--- config.mk ---
export PLATFORM = sky130hd
export DESIGN_NAME = serial_add_issue_ctrl
export DESIGN_NICKNAME = d
export VERILOG_FILES = /design/src/rtl/serial_add_pkg.sv /design/src/rtl/serial_add_op_fifo.sv /design/src/rtl/serial_add_issue_ctrl.sv
export SDC_FILE = /design/constraint.sdc
export NUM_CORES = 1
export LEC_CHECK = 0
export CAP_MARGIN = 20
export CORE_MARGIN = 2
export CORE_UTILIZATION = 54
export CTS_CLUSTER_DIAMETER = 100
export DETAILED_ROUTE_END_ITERATION = 10
export PLACE_DENSITY = 0.85
export SLEW_MARGIN = 15
export SYNTH_ARGS = -nofsm -noshare
export SYNTH_HDL_FRONTEND = slang
export SYNTH_SLANG_ARGS = --single-unit
--- constraint.sdc ---
create_clock -name i_clk -period 2.1 [get_ports i_clk]
set_input_delay 0.525 -clock i_clk [delete_from_list [all_inputs] [get_ports i_clk]]
set_output_delay 0.525 -clock i_clk [all_outputs]
set_load 0.005 [all_outputs]
--- src/rtl/serial_add_pkg.sv ---
// Shared types for the serial-adder issue controller: FSM states, operand pair, counter sizing.
package serial_add_pkg;

  typedef enum logic [1:0] {
    IDLE  = 2'd0,
    ISSUE = 2'd1,
    WAIT  = 2'd2,
    CAPT  = 2'd3
  } sa_state_e;

  // Operand width carried through the FIFO; the top's NO_BIT must equal this.
  localparam int SA_NO_BIT = 4;

  typedef struct packed {
    logic [SA_NO_BIT-1:0] a;
    logic [SA_NO_BIT-1:0] b;
  } op_pair_t;

  function automatic int cnt_w(input int add_lat);
    return $clog2(add_lat) + 1;
  endfunction

endpackage

--- src/rtl/serial_add_op_fifo.sv ---
// Synchronous operand-pair FIFO; pointers carry an extra wrap bit to tell full from empty.
module serial_add_op_fifo
  import serial_add_pkg::*;
#(
  parameter int DEPTH = 4
) (
  input  logic     i_clk,
  input  logic     i_rst,
  input  logic     i_push,
  input  op_pair_t i_data,
  input  logic     i_pop,
  output op_pair_t o_data,
  output logic     o_full,
  output logic     o_empty
);

  localparam int AW = $clog2(DEPTH);

  op_pair_t       mem_q [DEPTH];
  logic [AW:0]    wr_ptr_q, wr_ptr_d;
  logic [AW:0]    rd_ptr_q, rd_ptr_d;
  logic           push_ok, pop_ok;

  assign o_empty = (wr_ptr_q == rd_ptr_q);
  assign o_full  = (wr_ptr_q[AW] != rd_ptr_q[AW]) &&
                   (wr_ptr_q[AW-1:0] == rd_ptr_q[AW-1:0]);
  assign push_ok = i_push && !o_full;
  assign pop_ok  = i_pop && !o_empty;
  assign o_data  = mem_q[rd_ptr_q[AW-1:0]];

  always_comb begin
    wr_ptr_d = wr_ptr_q;
    rd_ptr_d = rd_ptr_q;
    if (push_ok) wr_ptr_d = wr_ptr_q + 1'b1;
    if (pop_ok)  rd_ptr_d = rd_ptr_q + 1'b1;
  end

  always_ff @(posedge i_clk) begin
    if (i_rst) begin
      wr_ptr_q <= '0;
      rd_ptr_q <= '0;
    end else begin
      wr_ptr_q <= wr_ptr_d;
      rd_ptr_q <= rd_ptr_d;
    end
  end

  // Storage is data only; flushing the pointers is enough to empty it.
  always_ff @(posedge i_clk) begin
    if (push_ok) mem_q[wr_ptr_q[AW-1:0]] <= i_data;
  end

endmodule

--- src/rtl/serial_add_issue_ctrl.sv ---
// Issue/capture controller for the fixed-latency serial adder.
// Optional build macro SERIAL_ADD_CHECK_EN adds o_err, a sticky sum-mismatch flag.
module serial_add_issue_ctrl
  import serial_add_pkg::*;
#(
  parameter int NO_BIT  = SA_NO_BIT,
  parameter int DEPTH   = 4,
  parameter int ADD_LAT = NO_BIT + 3
) (
  input  logic              i_clk,
  input  logic              i_rst,
  input  logic              i_op_valid,
  output logic              o_op_ready,
  input  logic [NO_BIT-1:0] i_op_a,
  input  logic [NO_BIT-1:0] i_op_b,
  output logic              o_add_rstn,
  output logic              o_start,
  output logic [NO_BIT-1:0] o_dinA,
  output logic [NO_BIT-1:0] o_dinB,
  input  logic [NO_BIT:0]   i_sum,
  output logic              o_res_valid,
  input  logic              i_res_ready,
  output logic [NO_BIT:0]   o_res,
  output logic              o_busy
`ifdef SERIAL_ADD_CHECK_EN
  ,
  output logic              o_err
`endif
);

  localparam int CNT_W = cnt_w(ADD_LAT);

  sa_state_e         state_q, state_d;
  logic [CNT_W-1:0]  cnt_q, cnt_d;
  logic              add_rstn_q;
  logic [NO_BIT-1:0] din_a_q, din_a_d;
  logic [NO_BIT-1:0] din_b_q, din_b_d;
  logic [NO_BIT:0]   res_q, res_d;
  logic              res_valid_q, res_valid_d;
  logic              fifo_full, fifo_empty, push, pop;
  op_pair_t          head, wdata;

  assign push       = i_op_valid && !fifo_full;
  assign wdata.a    = i_op_a;
  assign wdata.b    = i_op_b;

  serial_add_op_fifo #(
    .DEPTH (DEPTH)
  ) u_fifo (
    .i_clk   (i_clk),
    .i_rst   (i_rst),
    .i_push  (push),
    .i_data  (wdata),
    .i_pop   (pop),
    .o_data  (head),
    .o_full  (fifo_full),
    .o_empty (fifo_empty)
  );

  assign o_op_ready  = !fifo_full;
  assign o_add_rstn  = add_rstn_q;
  assign o_start     = (state_q == ISSUE);
  assign o_dinA      = din_a_q;
  assign o_dinB      = din_b_q;
  assign o_res       = res_q;
  assign o_res_valid = res_valid_q;
  assign o_busy      = (state_q != IDLE) || !fifo_empty;

  always_comb begin
    state_d     = state_q;
    cnt_d       = cnt_q;
    din_a_d     = din_a_q;
    din_b_d     = din_b_q;
    res_d       = res_q;
    res_valid_d = res_valid_q;
    pop         = 1'b0;
    if (res_valid_q && i_res_ready) res_valid_d = 1'b0;
    unique case (state_q)
      // Gating on !res_valid keeps an unconsumed result from being overwritten.
      IDLE: begin
        if (!fifo_empty && add_rstn_q && !res_valid_q) begin
          pop     = 1'b1;
          din_a_d = head.a;
          din_b_d = head.b;
          state_d = ISSUE;
        end
      end
      ISSUE: begin
        cnt_d   = CNT_W'(ADD_LAT - 1);
        state_d = WAIT;
      end
      WAIT: begin
        if (cnt_q == CNT_W'(1)) state_d = CAPT;
        else                    cnt_d   = cnt_q - 1'b1;
      end
      CAPT: begin
        res_d       = i_sum;
        res_valid_d = 1'b1;
        state_d     = IDLE;
      end
      default: state_d = IDLE;
    endcase
  end

  always_ff @(posedge i_clk) begin
    if (i_rst) begin
      state_q     <= IDLE;
      cnt_q       <= '0;
      add_rstn_q  <= 1'b0;
      din_a_q     <= '0;
      din_b_q     <= '0;
      res_q       <= '0;
      res_valid_q <= 1'b0;
    end else begin
      state_q     <= state_d;
      cnt_q       <= cnt_d;
      add_rstn_q  <= 1'b1;
      din_a_q     <= din_a_d;
      din_b_q     <= din_b_d;
      res_q       <= res_d;
      res_valid_q <= res_valid_d;
    end
  end

`ifdef SERIAL_ADD_CHECK_EN
  logic            err_q, err_d;
  logic [NO_BIT:0] ref_sum;

  always_comb begin
    ref_sum = {1'b0, din_a_q} + {1'b0, din_b_q};
    err_d   = err_q;
    if (state_q == CAPT && i_sum != ref_sum) err_d = 1'b1;
  end

  always_ff @(posedge i_clk) begin
    if (i_rst) err_q <= 1'b0;
    else       err_q <= err_d;
  end

  assign o_err = err_q;
`endif

endmodule

==> results.md, run 1 <==
- Status: finished clean
- Core Box Area: 0.00441 mm²
- CTS clk-pin slew, worst paths: 0.07 ns
- 1st-iter DRT viols: 55
- Setup CP Type: reg -> out
- Synth area leader: edfxtp_1
- P per Cell Area: 1090 mW/mm²
- Antenna Cells: 0
- Vias in the first global route: 1531
- Worst Hold End: state_q[1]$_SDFFE_PP0P_
- Initial cell density of the core: 0.565
- Routed len/inst: 16.1 µm
- Multi-input combinational cell area: 942 µm²
- Remaining antenna violation count after routing: 0
- Ys async rst share: 0
- RSZ-0062 raised after global routing: false
- Worst-path maximum fanout: 5
- Slew Viols, Final: 0
- Register area share after synthesis: 0.602
- Layout Area Growth over Synthesis: 27.2%
- Leak: 0.00114 µW
- Crit path required time: 1.57 ns
- CTS sink cnt: 59
- CTS H-tree depth: 3
- Port bufs: 34
- Hold wc startpoint: state_q[1]$_SDFFE_PP0P_
- Cells after Synth: 171
- Critical path arrival: 1.43 ns
- Post-synth net total: 199
- Pre-CTS setup slack: 0.0802 ns
- Avg Vias per Cell: 5.40
- Setup TNS Final: 0 ns
- Fmax: 0.511 GHz
- Cell count of the worst hold path: 2
- Worst setup margin: 0.142 ns
- Chip width: 71.9 µm
- Max Cap Viol: 0
- CTS Buf Count: 9
- First-pass GRT wire length: 7120 µm
- #FFs+latches synth: 59
- Reg-to-Reg Start: state_q[0]$_SDFFE_PP0P_
- Buffer depth of the longest clock path: 2
- Worst vdd ir: 0.713 mV
- Largest cells by area after synthesis: edfxtp_1 (39%), dfxtp_1 (22%), mux4_1 (7.4%)
- GRT Total Usage: 0.190
- Ys Warns: 0
- Die Y: 71.9 µm
- Drt total wl: 4390 µm
- Worst-case clock skew: 0.00784 ns
- Initial DRT Pass Iterations: 4
- Seq. cell area: 0.00151 mm²
- Die Area: 0.00517 mm²
- CTS Root Cell: clkbuf_8
- FF-to-FF path depth: 7
- Slew margin rel.: 0.728
- Synthesized area: 0.00249 mm²
- Final min period: 1.96 ns
- Worst skew pair latency: 0.33 ns
- Ys flop type: edfxtp_1
- HPWL Detailed: 3020 µm
- Hold crit path type: reg -> reg
- Distinct cells, synth: 32
- Yosys top cell area share: 0.386
- Grt total ovfl: 0
- Critical Path Start Type: flop
- Average cell area after synthesis: 14.6 µm²
- Via count: 1475
- DRC viols: 0
- Commonest non-fill, non-tap cells in the layout: clkdlybuf4s50_1 (32), edfxtp_1 (32), dfxtp_1 (21)
- Largest net degree at the start of global routing: 24
- Initial antenna violation count: 0
- Slew @ Worst Pin: 0.408 ns
- Cts hold-fix bufs: 0
- Worst Setup End Kind: output port
- Nets@finish: 244
- CTS tree: built
- Rows: 24
- Number of flops mapped to enable cells by yosys: 32
- Final setup vio count: 0
- I/O pins: 35
- Fin crit share: 0.932
- Fillers: 296
- GPL Wtd Cong: 0.781
- FF-to-FF setup slack: 0.39 ns
- Final Hold Viols: 0
- RR Endpoint: o_dinB[1]$_SDFFE_PP0P_
- Layout cells sized above 1: 0.163
==> flip-flops by register name, summed over array words and instances (netlist names) <==
signal and cells:
o_dinB 4, o_dinA 4, u_fifo.rd_ptr_q 3, u_fifo.mem_q 32
o_res_valid 1, o_add_rstn 1, o_res 5, u_fifo.wr_ptr_q 3
cnt_q 4, state_q 2
==> kinds of logic (layout without fill, tap and decap cells) <==
group | after synthesis | after routing | share of synthesized area
flip-flops | 59 | 59 | 0.602
AND/OR/NAND/NOR | 40 | 40 | 0.0773
AO/OA/AOI/OAI | 14 | 14 | 0.0527
buffers and inverters | 16 | 66 | 0.0346
adder cells (fa/ha/maj) | 11 | 11 | 0.0552
XOR/XNOR | 7 | 7 | 0.0306
multiplexers | 24 | 24 | 0.147
==> worst max path at each step <==
stage                                     from  depth (start not counted)  slack [ns]                            to
5_1_grt        u_fifo.wr_ptr_q[0]$_SDFFE_PP0P_                          3        0.07                        o_busy
2_1_floorplan  u_fifo.rd_ptr_q[0]$_SDFFE_PP0P_                          4        0.55  u_fifo.mem_q[3][0]$_DFFE_PP_
3_5_place_dp                        i_op_valid                          4        0.08  u_fifo.mem_q[1][0]$_DFFE_PP_
6_report       u_fifo.wr_ptr_q[0]$_SDFFE_PP0P_                          3        0.14                        o_busy
4_1_cts        u_fifo.rd_ptr_q[0]$_SDFFE_PP0P_                          3     0.00003                    o_op_ready
3_3_place_gp                        i_op_valid                          4        0.14  u_fifo.mem_q[3][3]$_DFFE_PP_
==> what timing repair did <==
item | in CTS | in global routing
resized for setup | 11 | 2
buffers inserted | 1 | 0
pin swaps | 2 | 1
setup endpoints to repair | 2 | 1
endpoints found under the hold margin | 0 | 0
==> through the flow <==
stage / area (µm²) / total power [µW] / instances / hold slack, ns / util
6_report: 3170 / 3460 / 273 / 0.481 / 0.718
4_1_cts: 3160 / 3490 / 273 / 0.486 / 0.717
5_1_grt: 3170 / 3620 / 273 / 0.511 / 0.718
3_3_place_gp: 2890 / 2290 / 256 / 0.474 / 0.654
3_5_place_dp: 2890 / 2300 / 256 / 0.480 / 0.654
2_1_floorplan: 2490 / 2040 / 171 / 0.462 / -
==> final cells by class <==
cell class                      count  share of cell area
Tap cell                           52              0.0205
Timing Repair Buffer               40               0.122
Sequential cell                    59               0.477
Clock inverter                      6              0.0280
Inverter                           10              0.0118
Clock buffer                       10              0.0434
Multi-Input combinational cell     96               0.297
==> routing by layer <==
metal  wire length (µm)  global-route usage  up-vias
li1                   -                   -      717
met1               1840               0.226      699
met2               2200               0.312       47
met3                263              0.0625       12
met4                 89              0.0964        0
met5                  0                   0        -
==> worst max-delay path, stage by stage (launching register included) <==
cell and delay [ns]:
dfxtp_4 0.38, xnor2_4 0.25, nand4_1 0.17, dlygate4sd2_1 0.30
==> Yosys cell counts (2+ instances only) <==
cell type,n
xnor2_1,3
a211oi_1,2
nor2_1,20
nand3_1,2
a21oi_1,4
buf_6,2
dfxtp_1,27
nand3b_1,2
ha_1,11
nor3_1,2
xor2_1,2
mux4_1,7
inv_1,10
and2_1,5
a31oi_4,2
clkbuf_1,3
edfxtp_1,32
nand2_1,5
mux2i_1,16
xnor2_2,2
==> report_power, final <==
| part | leakage, µW | internal (µW) | switching (µW) |
|---|---|---|---|
| Clock | 0.000108 | 699 | 451 |
| Combinational | 0.000511 | 475 | 385 |
| Sequential | 0.000517 | 1350 | 94.1 |
No activity file was read; power rests on OpenSTA's default activity.
==> inputs of run 2 (changes only) <==
--- a/config.mk
+++ b/config.mk
@@ -5,12 +5,13 @@
 export SDC_FILE = /design/constraint.sdc
 export NUM_CORES = 1
 export LEC_CHECK = 0
+export ABC_AREA = 1
 export CAP_MARGIN = 20
 export CORE_MARGIN = 2
-export CORE_UTILIZATION = 54
+export CORE_UTILIZATION = 53
 export CTS_CLUSTER_DIAMETER = 100
 export DETAILED_ROUTE_END_ITERATION = 10
-export PLACE_DENSITY = 0.85
+export PLACE_DENSITY = 0.84
 export SLEW_MARGIN = 15
 export SYNTH_ARGS = -nofsm -noshare
 export SYNTH_HDL_FRONTEND = slang
==> results.md, run 2 <==
- Slew @ Worst Pin: 0.483 ns
- Final min period: 1.99 ns
- Port bufs: 34
- CTS clk-pin slew, worst paths: 0.07 ns
- #FFs+latches synth: 59
- Worst-path maximum fanout: 4
- Final setup vio count: 0
- Distinct cells, synth: 22
- Met1 WL: 2150 µm
- Yosys top cell area share: 0.389
- Commonest non-fill, non-tap cells in the layout: nor2_1 (42), nand2_1 (34), clkdlybuf4s50_1 (32), edfxtp_1 (32), o21ai_0 (26)
- Status: finished clean
- Crit path max-delay cell type: clkdlybuf4s50_1
- Largest cells by area after synthesis: edfxtp_1 (39%), dfxtp_1 (22%), nor2_1 (6.4%)
- Commonest non-fill, non-tap cell in the layout: nor2_1
- CTS sink cnt: 59
- Largest net degree at the start of global routing: 20
- Worst Setup End Kind: output port
- Vias in the first global route: 1743
- Most common cell in the netlist: nor2_1
- Final Util: 0.706
- Routed len/inst: 13.8 µm
- Number of flops mapped to enable cells by yosys: 32
- Switching share of total power: 0.322
- Worst Hold End: o_dinB[0]$_SDFFE_PP0P_
- Comb pwr share: 0.253
- CTS Root Cell: clkbuf_8
- Synthesized area: 0.00247 mm²
- HPWL Detailed: 3330 µm
- Slew margin rel.: 0.675
- Ys async rst share: 0
- Crit path required time: 1.57 ns
- Worst-case clock skew: 0.00726 ns
- Setup TNS Final: 0 ns
- Reg power frac: 0.453
- Top layer in use: met4
- Cells after Synth: 249
- Metal3 WL: 212 µm
- Post-synth net total: 277
- Worst skew pair latency: 0.34 ns
- Critical path arrival: 1.46 ns
- Chip width: 72.3 µm
- I/O pins: 35
- Synth area leader: edfxtp_1
- Clk pwr share: 0.295
- Hold crit path type: reg -> reg
- Register area share after synthesis: 0.607
- Initial DRT Pass Iterations: 4
- Most frequent cells after synthesis: nor2_1 (42), nand2_1 (34), edfxtp_1 (32), dfxtp_1 (27), o21ai_0 (26)
- Critical path cell sequence: inv_1 > ha_1 > clkdlybuf4s50_1
- Average cell area after synthesis: 9.93 µm²
- Fin crit share: 0.947
- Int Power: 2160 µW
- Initial antenna violation count: 0
- RR Endpoint: u_fifo.mem_q[3][5]$_DFFE_PP_
- FF-to-FF path depth: 8
- CTS H-tree depth: 3
- CTS Buf Count: 9
- Fmax: 0.503 GHz
- Layout Area Growth over Synthesis: 26.0%
- Max Cap Viol: 0
- Avg Vias per Cell: 5.15
- P per Cell Area: 1020 mW/mm²
- Critical Path Start Type: flop
- Slew Viols, Final: 0
- Die Area: 0.00523 mm²
- Cell count of the worst hold path: 2
- Initial cell density of the core: 0.560
- Switching power: 1030 µW
- Ys Warns: 0
- Largest register FFs: 32
- Nets@finish: 325
- Core Box Area: 0.00441 mm²
- Crit-path leading delay family: buffers and inverters
- Worst vdd ir: 0.656 mV
- Met2 routed WL: 2430 µm
- CTS tree: built
- FF-to-FF setup slack: 0.56 ns
- Buffer depth of the longest clock path: 2
- Leak: 0.00122 µW
- Layout cells sized above 1: 0.142
- Ys flop type: edfxtp_1
- Final Hold Viols: 0
- Die Y: 72.3 µm
- Setup CP Type: reg -> out
- Remaining antenna violation count after routing: 0
- Grt total ovfl: 0
- Reg-to-Reg Start: u_fifo.wr_ptr_q[1]$_SDFFE_PP0P_
- Worst path buffer plus inverter count: 2
- DRC viols: 0
- Rows: 24
- 1st-iter DRT viols: 85
- GPL Wtd Cong: 0.833
- Hold wc startpoint: o_dinB[0]$_SDFFE_PP0P_
- Crit-path max cell delay: 0.51 ns
- First-pass GRT wire length: 8060 µm
- Via count: 1824
- GRT Total Usage: 0.208
- Drt total wl: 4870 µm
- RSZ-0062 raised after global routing: false
- Antenna Cells: 0
## run 2: cell count changes in the layout (fill, tap and decap cells not counted), sizes merged, moves of 5 or more
cell,change
o21ai,+25
inv,+18
mux2i,-16
nand2,+32
and2,-5
o22ai,+8
mux4,-8
buf,+5
a21oi,+15
nor2,+22
## run 2: per-layer routing
metal  track usage  vias up
li1              -      931
met1         0.252      852
met2         0.334       34
met3        0.0667        7
met4         0.103        0
met5             0        -
## run 2: worst min-delay path, stage by stage, from the launching register on
cell,delay (ns)
dfxtp_1,0.31
nand2_1,0.06
a21oi_1,0.05
## run 2: worst max path at each step
stage / from / to / slack (ns) / depth (start not counted)
6_report: state_q[1]$_SDFFE_PP0P_ / o_start / 0.11 / 3
5_1_grt: state_q[1]$_SDFFE_PP0P_ / o_start / 0.02 / 3
4_1_cts: u_fifo.wr_ptr_q[1]$_SDFFE_PP0P_ / o_op_ready / 0.003 / 5
3_5_place_dp: state_q[0]$_SDFFE_PP0P_ / o_busy / 0.21 / 4
3_3_place_gp: state_q[0]$_SDFFE_PP0P_ / o_busy / 0.29 / 4
2_1_floorplan: u_fifo.rd_ptr_q[1]$_SDFFE_PP0P_ / u_fifo.mem_q[0][0]$_DFFE_PP_ / 0.48 / 6
## run 2: repair_timing
item / in CTS / in global routing
setup buffers: 1 / 0
setup endpoints to repair: 2 / 1
hold buffers: 0 / 0
pin swaps: 0 / 1
gates resized for setup: 10 / 3
gates cloned: 0 / 0
## run 2: stage by stage
step                      setup slack (ns)  hold slack, ns  std cells  total power [µW]  cell area [µm²]
after floorplan                      0.484           0.459        249              1950             2470
after global placement               0.289           0.455        337              2210             2900
after detailed placement             0.214           0.458        337              2250             2900
after CTS                          0.00309           0.469        354              3220             3110
after global routing                0.0189           0.495        354              3380             3120
final                                0.110           0.470        354              3180             3120
## run 2: power groups by stage
stage	Sequential [µW]	Combinational, µW	Clock, µW
2_1_floorplan	1450	508	0
3_3_place_gp	1450	757	0
3_5_place_dp	1460	787	0
4_1_cts	1440	810	968
5_1_grt	1460	912	1010
6_report	1440	805	938
## run 2: cell type report
type,count,area [µm²]
Inverter,25,93.8
Clock inverter,7,61.3
Fill cell,322,1300
Clock buffer,9,124
Sequential cell,59,1510
Multi-Input combinational cell,157,835
Timing Repair Buffer,45,424
Tap cell,52,65.1
## run 2: logic make-up (layout without fill, tap and decap cells)
kind of cell / Yosys count / count (layout) / share of synthesized area
flops: 59 / 59 / 0.607
buf+inv: 33 / 86 / 0.0602
fa+ha+maj: 11 / 11 / 0.0557
xor+xnor: 3 / 3 / 0.0137
compound gates: 54 / 54 / 0.114
simple gates: 89 / 89 / 0.149
==> inputs of run 3 (changes only) <==
--- a/config.mk
+++ b/config.mk
@@ -7,11 +7,12 @@
 export LEC_CHECK = 0
 export ABC_AREA = 1
 export CAP_MARGIN = 20
+export CORE_ASPECT_RATIO = 1.5
 export CORE_MARGIN = 2
-export CORE_UTILIZATION = 53
+export CORE_UTILIZATION = 58
 export CTS_CLUSTER_DIAMETER = 100
 export DETAILED_ROUTE_END_ITERATION = 10
-export PLACE_DENSITY = 0.84
+export PLACE_DENSITY = 0.9
 export SLEW_MARGIN = 15
 export SYNTH_ARGS = -nofsm -noshare
 export SYNTH_HDL_FRONTEND = slang
==> constraint.sdc (replaced) <==
create_clock -name i_clk -period 2.35 [get_ports i_clk]
set_input_delay 0.5875 -clock i_clk [delete_from_list [all_inputs] [get_ports i_clk]]
set_output_delay 0.5875 -clock i_clk [all_outputs]
set_load 0.005 [all_outputs]
==> results.md, run 3 (synthesis results as in run 2) <==
- Setup CP Type: reg -> out
- FF-to-FF path depth: 8
- Setup TNS Final: 0 ns
- Switching power: 816 µW
- Nets@finish: 322
- Final Hold Viols: 0
- CTS tree: built
- Fin crit share: 0.952
- Pre-CTS setup slack: 0.433 ns
- CP endpoint: o_op_ready
- RR Endpoint: u_fifo.mem_q[3][6]$_DFFE_PP_
- Largest register FFs: 32
- Critical Path Start Type: flop
- Leak: 0.00120 µW
- Final setup vio count: 0
- First-pass GRT wire length: 7780 µm
- CTS H-tree depth: 3
- Drt total wl: 4600 µm
- Layout cells sized above 1: 0.0936
- CTS Root Cell: clkbuf_8
- Initial antenna violation count: 0
- GRT Total Usage: 0.221
- Final min period: 2.24 ns
- Via count: 1838
- Die Y: 84.0 µm
- CTS clk-pin slew, worst paths: 0.06 ns
- Crit path launch: u_fifo.wr_ptr_q[1]$_SDFFE_PP0P_
- CTS sink cnt: 59
- Fmax: 0.447 GHz
- Switching share of total power: 0.290
- Commonest non-fill, non-tap cell in the layout: nor2_1
- Slew @ Worst Pin: 0.466 ns
- Worst-path maximum fanout: 5
- Worst setup margin: 0.112 ns
- Remaining antenna violation count after routing: 0
- Core Box Area: 0.00417 mm²
- Vias in the first global route: 1807
- Worst Setup End Kind: output port
- Chip width: 57.3 µm
- Status: finished clean
- Int Power: 2000 µW
- Initial cell density of the core: 0.593
- Crit path required time: 1.76 ns
- Initial DRT Pass Iterations: 4
- Worst vdd ir: 0.777 mV
- Hold crit path type: reg -> reg
- Die Area: 0.00481 mm²
- Worst skew pair latency: 0.33 ns
- Antenna Cells: 0
- CTS Buf Count: 9
- I/O pins: 35
- Slew margin rel.: 0.689
- Cell count of the worst hold path: 2
- 1st-iter DRT viols: 92
- Reg power frac: 0.456
- Buffer depth of the longest clock path: 2
- Reg-to-Reg Start: u_fifo.wr_ptr_q[1]$_SDFFE_PP0P_
- Comb pwr share: 0.247
- GPL Wtd Cong: 0.820
- DRC viols: 0
- Rows: 29
- Critical path arrival: 1.65 ns
- HPWL Detailed: 3180 µm
- Port bufs: 34
- Worst-case clock skew: 0.00685 ns
- RSZ-0062 raised after global routing: false
- P per Cell Area: 921 mW/mm²
- Slew Viols, Final: 0
- Final Util: 0.732
- Clk pwr share: 0.297
- Grt total ovfl: 0
- Avg Vias per Cell: 5.33
- Commonest non-fill, non-tap cells in the layout: nor2_1 (42), nand2_1 (34), clkdlybuf4s50_1 (34)
- Routed len/inst: 13.3 µm
- Max Cap Viol: 0
- Largest net degree at the start of global routing: 20
- Layout Area Growth over Synthesis: 23.6%
- FF-to-FF setup slack: 0.71 ns
## run 3: area by class of cell
class | count | area (µm²)
Sequential cell | 59 | 1500
Fill cell | 293 | 1120
Multi-Input combinational cell | 157 | 825
Timing Repair Buffer | 42 | 400
Clock buffer | 12 | 135
Inverter | 25 | 93.8
Tap cell | 46 | 57.6
Clock inverter | 4 | 42.5
## run 3: what timing repair did
item	CTS	global route
endpoints found under the setup margin	0	2
resized for setup	0	2
endpoints found under the hold margin	0	0
hold buffers	0	0
buffers inserted	0	1
## run 3: per-stage QoR
| step | instance area, µm² | cells | total power, µW | hold slack [ns] |
|---|---|---|---|---|
| 4_1_cts | 3050 | 344 | 2830 | 0.471 |
| 2_1_floorplan | 2470 | 249 | 1750 | 0.459 |
| 6_report | 3060 | 345 | 2820 | 0.466 |
| 3_3_place_gp | 2870 | 328 | 1960 | 0.453 |
| 3_5_place_dp | 2870 | 328 | 1990 | 0.462 |
| 5_1_grt | 3060 | 345 | 2990 | 0.498 |
## run 3: per-layer routing
| metal | vias to the layer above | share of wire | routed length (µm) | global-route usage |
|---|---|---|---|---|
| li1 | 927 | - | - | - |
| met1 | 857 | 0.38 | 1740 | 0.217 |
| met2 | 45 | 0.55 | 2520 | 0.387 |
| met3 | 9 | 0.046 | 211 | 0.0806 |
| met4 | 0 | 0.026 | 118 | 0.127 |
| met5 | - | 0 | 0 | 0 |
## run 3: critical path: stages (launching register included)
cell	delay [ns]
dfxtp_1	0.42
inv_1	0.11
nand2_1	0.09
nand2_2	0.07
nand4_1	0.12
clkdlybuf4s50_1	0.51
## run 3: power by group through the flow
stage          Sequential, µW  Combinational [µW]  Clock (µW)
6_report                 1280                 694         837
5_1_grt                  1300                 791         905
2_1_floorplan            1290                 454           0
3_3_place_gp             1300                 669           0
3_5_place_dp             1300                 690           0
4_1_cts                  1280                 699         851
## run 3: worst min path at each step
| stage | end | slack [ns] | from |
|---|---|---|---|
| finish | o_dinB[2]$_SDFFE_PP0P_ | 0.47 | o_dinB[2]$_SDFFE_PP0P_ |
| global route | o_dinA[0]$_SDFFE_PP0P_ | 0.50 | o_dinA[0]$_SDFFE_PP0P_ |
| CTS | o_dinA[1]$_SDFFE_PP0P_ | 0.47 | o_dinA[1]$_SDFFE_PP0P_ |
| detailed placement | o_dinA[1]$_SDFFE_PP0P_ | 0.46 | o_dinA[1]$_SDFFE_PP0P_ |
| global placement | o_dinB[0]$_SDFFE_PP0P_ | 0.45 | o_dinB[0]$_SDFFE_PP0P_ |
| floorplan | cnt_q[0]$_SDFFE_PP0P_ | 0.46 | cnt_q[0]$_SDFFE_PP0P_ |
